==> config.mk <==
export PLATFORM = sky130hd
export DESIGN_NAME = rps_spi_rx_flat
export DESIGN_NICKNAME = d
export VERILOG_FILES = /design/src/rtl/rps_spi_rx_if.sv /design/src/rtl/rps_spi_rx.sv /design/src/flat_wrapper.sv
export SDC_FILE = /design/constraint.sdc
export NUM_CORES = 1
export LEC_CHECK = 0
export ABC_AREA = 1
export BUFFER_PORTS_ARGS = -buffer_cell sky130_fd_sc_hd__buf_2
export CAP_MARGIN = 20
export CORE_MARGIN = 1.5
export CORE_UTILIZATION = 55
export CTS_CLUSTER_SIZE = 8
export DETAILED_ROUTE_END_ITERATION = 8
export GPL_TIMING_DRIVEN = 0
export PLACE_DENSITY = 0.77
export SLEW_MARGIN = 20
export SYNTH_ARGS = -nofsm -noshare
export SYNTH_HDL_FRONTEND = slang
export SYNTH_SLANG_ARGS = --single-unit
export TNS_END_PERCENT = 5
==> constraint.sdc <==
create_clock -name sck -period 3.55 [get_ports sck]
set_clock_uncertainty 0.15 [all_clocks]
set_input_delay 0.1775 -clock sck [delete_from_list [all_inputs] [get_ports sck]]
set_output_delay 0.1775 -clock sck [all_outputs]
set_load 0.01 [all_outputs]
==> src/rtl/rps_spi_rx_if.sv <==
// rtl/rps_spi_rx_if.sv - frame-side and result-side signals of the RPS SPI receiver
//
// Bundles the chip-select and serial data coming from the MCU together with
// the received word and status flags going to the RPS-to-LED stage.
//   start      frame active (active-high chip select)
//   sdi        serial data, valid at the sck rising edge
//   SIG        last completed payload word
//   done       high from frame completion until the next frame's first bit
//   frame_err  sticky short-frame flag
//   overrun    sticky extra-bits flag
//   parity_err parity result of the last completed frame (0 when parity is off)
// master: MCU/bench side; slave: receiver side.
interface rps_spi_rx_if #(
  parameter int WIDTH = 8
);
  logic             start;
  logic             sdi;
  logic [WIDTH-1:0] SIG;
  logic             done;
  logic             frame_err;
  logic             overrun;
  logic             parity_err;

  modport master (
    output start, sdi,
    input  SIG, done, frame_err, overrun, parity_err
  );

  modport slave (
    input  start, sdi,
    output SIG, done, frame_err, overrun, parity_err
  );
endinterface

==> src/rtl/rps_spi_rx.sv <==
// rtl/rps_spi_rx.sv - SPI peripheral receiver for one RPS gesture word per frame
//
// Shifts a WIDTH-bit word in on bus.sdi while bus.start is high and presents
// it on bus.SIG with bus.done raised on the edge that completes the frame.
// Optional odd-parity bit after the payload: define RPS_RX_PARITY_EN.
// Ports:
//   sck    SPI clock; every state update happens on its rising edge
//   reset  synchronous active-high reset, sampled on the sck rising edge
//   bus    rps_spi_rx_if.slave (start, sdi in; SIG, done, frame_err,
//          overrun, parity_err out)
module rps_spi_rx #(
  parameter int WIDTH     = 8,
  parameter bit MSB_FIRST = 1'b1
) (
  input logic         sck,
  input logic         reset,
  rps_spi_rx_if.slave bus
);

`ifdef RPS_RX_PARITY_EN
  localparam int PAR_BITS = 1;
`else
  localparam int PAR_BITS = 0;
`endif

  localparam int             CW         = $clog2(WIDTH + 2);
  localparam int             FRAME_BITS = WIDTH + PAR_BITS;
  localparam logic [CW-1:0]  FRAME_CNT  = CW'(FRAME_BITS);

  typedef enum logic [1:0] {
    IDLE  = 2'd0,
    SHIFT = 2'd1,
    FULL  = 2'd2
  } state_t;

  state_t           state, state_n;
  logic [CW-1:0]    cnt, cnt_n;
  logic [WIDTH-1:0] sr, sr_n;
  logic [WIDTH-1:0] sig_q, sig_n;
  logic             done_q, done_n;
  logic             ferr_q, ferr_n;
  logic             ovr_q, ovr_n;
`ifdef RPS_RX_PARITY_EN
  logic             perr_q, perr_n;
`endif

  // Working values for the bit accepted on this edge.
  logic             take_bit;
  logic [WIDTH-1:0] base_sr;
  logic [CW-1:0]    base_cnt;
  logic [CW-1:0]    cnt_inc;

  function automatic logic [WIDTH-1:0] shift_in(input logic [WIDTH-1:0] cur,
                                                input logic b);
    if (MSB_FIRST)
      return {cur[WIDTH-2:0], b};
    else
      return {b, cur[WIDTH-1:1]};
  endfunction

  always_ff @(posedge sck) begin
    if (reset) begin
      state  <= IDLE;
      cnt    <= '0;
      sr     <= '0;
      sig_q  <= '0;
      done_q <= 1'b0;
      ferr_q <= 1'b0;
      ovr_q  <= 1'b0;
`ifdef RPS_RX_PARITY_EN
      perr_q <= 1'b0;
`endif
    end else begin
      state  <= state_n;
      cnt    <= cnt_n;
      sr     <= sr_n;
      sig_q  <= sig_n;
      done_q <= done_n;
      ferr_q <= ferr_n;
      ovr_q  <= ovr_n;
`ifdef RPS_RX_PARITY_EN
      perr_q <= perr_n;
`endif
    end
  end

  always_comb begin
    state_n  = state;
    cnt_n    = cnt;
    sr_n     = sr;
    sig_n    = sig_q;
    done_n   = done_q;
    ferr_n   = ferr_q;
    ovr_n    = ovr_q;
`ifdef RPS_RX_PARITY_EN
    perr_n   = perr_q;
`endif
    take_bit = 1'b0;
    base_sr  = sr;
    base_cnt = cnt;
    cnt_inc  = '0;

    case (state)
      IDLE: begin
        if (bus.start) begin
          // First bit of a new frame: start from a clean word and drop done
          // so the completion of this frame gives a fresh rising edge.
          take_bit = 1'b1;
          base_sr  = '0;
          base_cnt = '0;
          done_n   = 1'b0;
        end
      end
      SHIFT: begin
        if (bus.start) begin
          take_bit = 1'b1;
        end else begin
          // Short frame: keep the last good word, flag it, start over.
          ferr_n  = 1'b1;
          cnt_n   = '0;
          state_n = IDLE;
        end
      end
      FULL: begin
        if (bus.start) begin
          // Extra bits are discarded; count stays saturated at FRAME_CNT.
          ovr_n = 1'b1;
        end else begin
          cnt_n   = '0;
          state_n = IDLE;
        end
      end
      default: begin
        state_n = IDLE;
        cnt_n   = '0;
      end
    endcase

    if (take_bit) begin
      cnt_inc = base_cnt + 1'b1;
      cnt_n   = cnt_inc;
      if (cnt_inc == FRAME_CNT) begin
        // Frame complete on this edge: publish the word with zero latency.
`ifdef RPS_RX_PARITY_EN
        // The bit on this edge is the parity bit; the payload is already in sr.
        sig_n  = base_sr;
        sr_n   = base_sr;
        perr_n = ~(^{base_sr, bus.sdi});
`else
        sig_n  = shift_in(base_sr, bus.sdi);
        sr_n   = shift_in(base_sr, bus.sdi);
`endif
        done_n  = 1'b1;
        ferr_n  = 1'b0;
        ovr_n   = 1'b0;
        state_n = FULL;
      end else begin
        sr_n    = shift_in(base_sr, bus.sdi);
        state_n = SHIFT;
      end
    end
  end

  assign bus.SIG       = sig_q;
  assign bus.done      = done_q;
  assign bus.frame_err = ferr_q;
  assign bus.overrun   = ovr_q;
`ifdef RPS_RX_PARITY_EN
  assign bus.parity_err = perr_q;
`else
  assign bus.parity_err = 1'b0;
`endif

endmodule

==> src/flat_wrapper.sv <==
// flat-port wrapper written by rule: the top's interface ports become plain ports
module rps_spi_rx_flat 
#(
  parameter int WIDTH     = 8,
  parameter bit MSB_FIRST = 1'b1
)
  (sck, reset, bus_start, bus_sdi, bus_SIG, bus_done, bus_frame_err, bus_overrun, bus_parity_err);
  rps_spi_rx_if #(.WIDTH(WIDTH)) bus_i ();
  input logic sck;
  input logic reset;
  input wire logic [$bits(bus_i.start)-1:0] bus_start;
  input wire logic [$bits(bus_i.sdi)-1:0] bus_sdi;
  output wire logic [$bits(bus_i.SIG)-1:0] bus_SIG;
  output wire logic [$bits(bus_i.done)-1:0] bus_done;
  output wire logic [$bits(bus_i.frame_err)-1:0] bus_frame_err;
  output wire logic [$bits(bus_i.overrun)-1:0] bus_overrun;
  output wire logic [$bits(bus_i.parity_err)-1:0] bus_parity_err;
  assign bus_i.start = bus_start;
  assign bus_i.sdi = bus_sdi;
  assign bus_SIG = bus_i.SIG;
  assign bus_done = bus_i.done;
  assign bus_frame_err = bus_i.frame_err;
  assign bus_overrun = bus_i.overrun;
  assign bus_parity_err = bus_i.parity_err;
  rps_spi_rx #(.WIDTH(WIDTH), .MSB_FIRST(MSB_FIRST)) u_core (.sck(sck), .reset(reset), .bus(bus_i));
endmodule
### After elaboration in Yosys (flattened, before gate mapping)

Cells that the tools add are included.

* register bits: 24
* output and inout bits: 12
* logic and storage cells: 43
* input bits: 4

* $add $sub $neg: 1
* reductions and logical operators: 5
* mux-type cells: 25
* equality and inequality tests: 5

Operators with widths (count)
* two-way mux 4 bit: 4
* two-way mux 1 bit: 14
* two-way mux 7 bit: 2
* case mux 4 bit (2 select lines): 1
* two-way mux 2 bit: 3
* adder 4 x 1 -> 4 bit, second input constant: 1
* equality test 4 bit, second input constant: 1
* case mux 2 bit (2 select lines): 1
* AND reduction 2 bit: 2
* OR reduction 2 bit: 2
* != test 3 x 2 -> 1 bit, second input constant: 1
* equality test 2 x 1 -> 1 bit, second input constant: 1
* equality test 2 bit, second input constant: 1
* zero test 2 bit: 1
* != test 2 x 1 -> 1 bit, second input constant: 1

### Logic depth before layout (Yosys ltp)

* depth after elaboration: 6
* gate-level depth with buffers: 16
* mapped depth without buffers: 14

### Worst setup path after synthesis

OpenSTA, ideal clock, no wires.

* kind: register -> register
* from: register u_core.state[0]
* to: register u_core.sig_q[0], in the netlist u_core.bus.SIG[0]
* path slack: 1.475 ns
* path buffers: 2
* required time: 3.286 ns
* library setup time: 0.114 ns
* cell stages (with the launch flop): 16
* clock period less this slack: 2.075 ns
* arrival time: 1.812 ns
* cells stage by stage: dfxtp_1 inv_1 ha_1 nand2_2 buf_6 inv_2 nor2_1 ha_1 inv_1 nand3_4 nand2_4 nor2_8 nand3_4 buf_6 nand3_1 nand2_1

* cells in the longest elaborated chain, start to end: 5
* elaborated cells between the ends (all ways): 8
* those cells by class: 1 x add/sub; 2 x eq/ne; 2 x mux; 3 x reduce/logical

Ends and longest elaborated chain
* start: declaration: line rps_spi_rx.sv:36 `state_t state, state_n;`
* start signal: assignment: line rps_spi_rx.sv:74 `state <= state_n;`
* zero test 2 bit: line rps_spi_rx.sv:103 `case (state)`
* two-way mux 4 bit: line rps_spi_rx.sv:103
* adder 4 x 1 -> 4 bit: line rps_spi_rx.sv:140 `cnt_inc = base_cnt + 1'b1;`
* equality test 4 bit: line rps_spi_rx.sv:142 `if (cnt_inc == FRAME_CNT) begin`
* AND reduction 2 bit (no source line) *
* end signal: assignment: line rps_spi_rx.sv:77 `sig_q <= sig_n;`
* end: declaration: line rps_spi_rx.sv:39 `logic [WIDTH-1:0] sig_q, sig_n;`

Mark *: on every way between the ends. The rest lies on a longest branch, timed or not.
A chain may end at the register's enable or synchronous reset.

### Final worst setup path

* from: register u_core.state[0]
* to: register u_core.sig_q[3], in the netlist u_core.bus.SIG[3]

* cells in the longest elaborated chain, start to end: 5
* elaborated cells between the ends (all ways): 9
* those cells by class: 1 x add/sub; 2 x eq/ne; 3 x mux; 3 x reduce/logical

Ends and longest elaborated chain (line)
* zero test 2 bit: rps_spi_rx.sv:103
* two-way mux 4 bit: rps_spi_rx.sv:103
* adder 4 x 1 -> 4 bit: rps_spi_rx.sv:140
* equality test 4 bit: rps_spi_rx.sv:142
* AND reduction 2 bit (no source line)

Parallel ways exist; a longest one is shown, timed or not.

==> impl_metrics.tcl <==
set metrics [dict create \
    cts.reportedPaths.clkPinSlew_ps 120 \
    synth.net_count 165 \
    start_util 0.593 \
    wl_per_cell_um 11.2 \
    irDropWorstVdd_mv 0.267 \
    synth_cells 156 \
    area_growth_pct 11.6 \
    setup_ws_ps 1200 \
    fill_cells 178 \
    worstReg2RegEnd "u_core.bus.SIG[3]" \
    synth_top_area_share 0.409 \
    setup-tns-final_ps 0 \
    synth_flop_cell "dfxtp_1" \
    final_util 0.662 \
    dieArea_um2 2420 \
    reg2reg_from "u_core.state[0]" \
    gp_congestion 0.834 \
    cts_made_buffers 3 \
    met1_length_mm 1.03 \
    post_cts_buffers 0 \
    hold_depth 4 \
    die_w_um 49.2 \
    hold_path.startpoint "reset" \
    grt_setup_unrepaired "no" \
    slew_violations 0 \
    min_to "u_core.bus.SIG[4]" \
    worst-r2r-cell-count 15 \
    clock-root-buffer "clkbuf_4" \
    ant_nets 0 \
    timing.final.crit_share 0.663 \
    period_needed_ps 2350 \
    async_reset_ff_frac 0 \
    hold_viol 0 \
    numClockSinks 24 \
    io_pins 16 \
    viasPerCell 5.06 \
    synth_area_leaders "dfxtp_1 41%, nand2_1 13%, a21oi_1 6.8%" \
    rrSetupSlack_ps 1200 \
    clockBufferDepth 2 \
    drive_above_1_share 0.207 \
    cp_max_fo 10 \
    end_kind "flop" \
    powerDensity_nw_per_um2 352 \
    drcViolationCount 0 \
    grt.total_usage 0.209 \
    multiInputGateArea_um2 576 \
    htree_levels 1 \
    critical_path.startpoint_type "flop" \
    first_pass_iters 5 \
    synth_edf_count 0 \
    yosysWarnings 0 \
    p_total_uw 462 \
    status "finished clean" \
    wl_met2_mm 1.11 \
    vias 1017 \
    max_cap_viol_count 0 \
    grt_pass1_vias 977 \
    syn_avg_cell_area_um2 7.54 \
    met3_length_um 83 \
    wirelength_mm 2.25 \
    yosys-top-cells-count "40 x nand2_1, 24 x dfxtp_1, 18 x inv_1" \
    die_h_um 49.2 \
    diodes 0 \
    ys_seq_area_frac 0.409 \
    antenna_found_initial 0 \
    coreArea_um2 1980 \
    cts_tree "built" \
    hold_path_class "in -> reg" \
    grt_max_degree 13 \
    seq_area_um2 480 \
    clk_latency_ps 300 \
    top_layer "met4" \
    port_buffers 14 \
    worstPathArrival_ps 2410 \
    yosys.area.top_type "dfxtp_1" \
    grt_overflow 0 \
    synth_most_common_cell "nand2_1" \
    nNetsFinal 185 \
    path_class "reg -> reg" \
    ys_seq_elements 24 \
    syn_area_um2 1180 \
    p_leak_uw 0.000611 \
    hpwl_mm 1.67 \
    drt_iter0_drc 18 \
    synth_cell_types 24 \
    critical_path_required_ps 3610 \
    fmax_mhz 425 \
    fp-row-count 16 \
    finalSetupViolations 0 \
    pre_cts_slack_ps 1190 \
    grt_pass1_wl_mm 3.96 \
]
==> layout make-up <==
cell class                      count  area share
Multi-Input combinational cell    106       0.439
Inverter                           20      0.0572
Buffer                              6      0.0343
Sequential cell                    24       0.366
Clock buffer                        3      0.0172
Timing Repair Buffer               15      0.0610
Tap cell                           27      0.0257
==> power by group <==
group          leakage (uW)  internal, uW  switching, uW
clock             0.0000138          39.7           74.4
sequential         0.000195           278           4.34
combinational      0.000402          22.3           43.1
==> cells in the final DEF (no fill, tap or decap) <==
| cell | instances |
|---|---|
| inv_2 | 2 |
| nand3_4 | 2 |
| a21o_1 | 1 |
| buf_6 | 2 |
| conb_1 | 1 |
| a21oi_1 | 16 |
| nor2_8 | 1 |
| nand3_1 | 9 |
| o21ai_0 | 1 |
| nor2_2 | 1 |
| buf_1 | 1 |
| nor2_1 | 11 |
| o21ai_2 | 1 |
| nand4_1 | 4 |
| nor3_1 | 5 |
| buf_4 | 2 |
| dfxtp_1 | 24 |
| clkbuf_4 | 3 |
| ha_1 | 5 |
| nand2_4 | 2 |
| or2_2 | 1 |
| dlygate4sd3_1 | 1 |
| buf_2 | 14 |
| nand2_1 | 40 |
| clkbuf_1 | 1 |
| nand2_2 | 5 |
| inv_1 | 18 |
==> kinds of logic after synthesis <==
group / share of synthesized area
simple gates: 0.347
compound gates: 0.0862
buf+inv: 0.102
other cells: 0.00319
flops: 0.409
fa+ha+maj: 0.0532
==> repair_timing <==
item / CTS / global route
gates resized for setup: 0 / 0
endpoints found under the setup margin: 0 / 0
endpoints found under the hold margin: 1 / 0
hold buffers: 1 / 0
==> registers in the layout, indices dropped and copies added, names as in the netlist <==
register and cells:
u_core.state 2, u_core.sr 7, u_core.bus.frame_err 1, u_core.bus.done 1
u_core.cnt 4, u_core.bus.SIG 8, u_core.bus.overrun 1
==> per-layer routing <==
metal	up-vias	track usage
li1	526	-
met1	459	0.252
met2	27	0.372
met3	5	0.0307
met4	0	0.0762
met5	-	0
==> worst max-delay path, stage by stage, from the launching register on <==
cell and delay (ps):
dfxtp_1 380, inv_1 70, ha_1 230, nand2_2 90, buf_6 150, inv_2 70
nor2_1 140, ha_1 200, inv_1 80, nand3_4 90, nand2_4 70, nor2_8 160
nand3_4 90, buf_6 150, nand3_1 70, nand2_1 60
==> per-stage QoR <==
stage / hold slack [ps] / area [um2] / cells
after floorplan: 176 / 1180 / 156
after global placement: 294 / 1280 / 197
after detailed placement: 290 / 1280 / 197
after CTS: 42.8 / 1310 / 201
after global routing: 74.7 / 1310 / 201
final: 41.3 / 1310 / 201
==> worst max-delay path by stage <==
stage,start,end,slack (ps),cells past startpoint
floorplan,u_core.state[0],u_core.bus.SIG[0],1470,15
CTS,u_core.state[0],u_core.bus.SIG[3],1170,15
global placement,u_core.state[0],u_core.bus.SIG[4],1320,15
global route,u_core.state[0],u_core.bus.SIG[1],1010,15
finish,u_core.state[0],u_core.bus.SIG[3],1200,15
detailed placement,u_core.state[0],u_core.bus.SIG[3],1190,15
(Power assumes the default switching activity.)
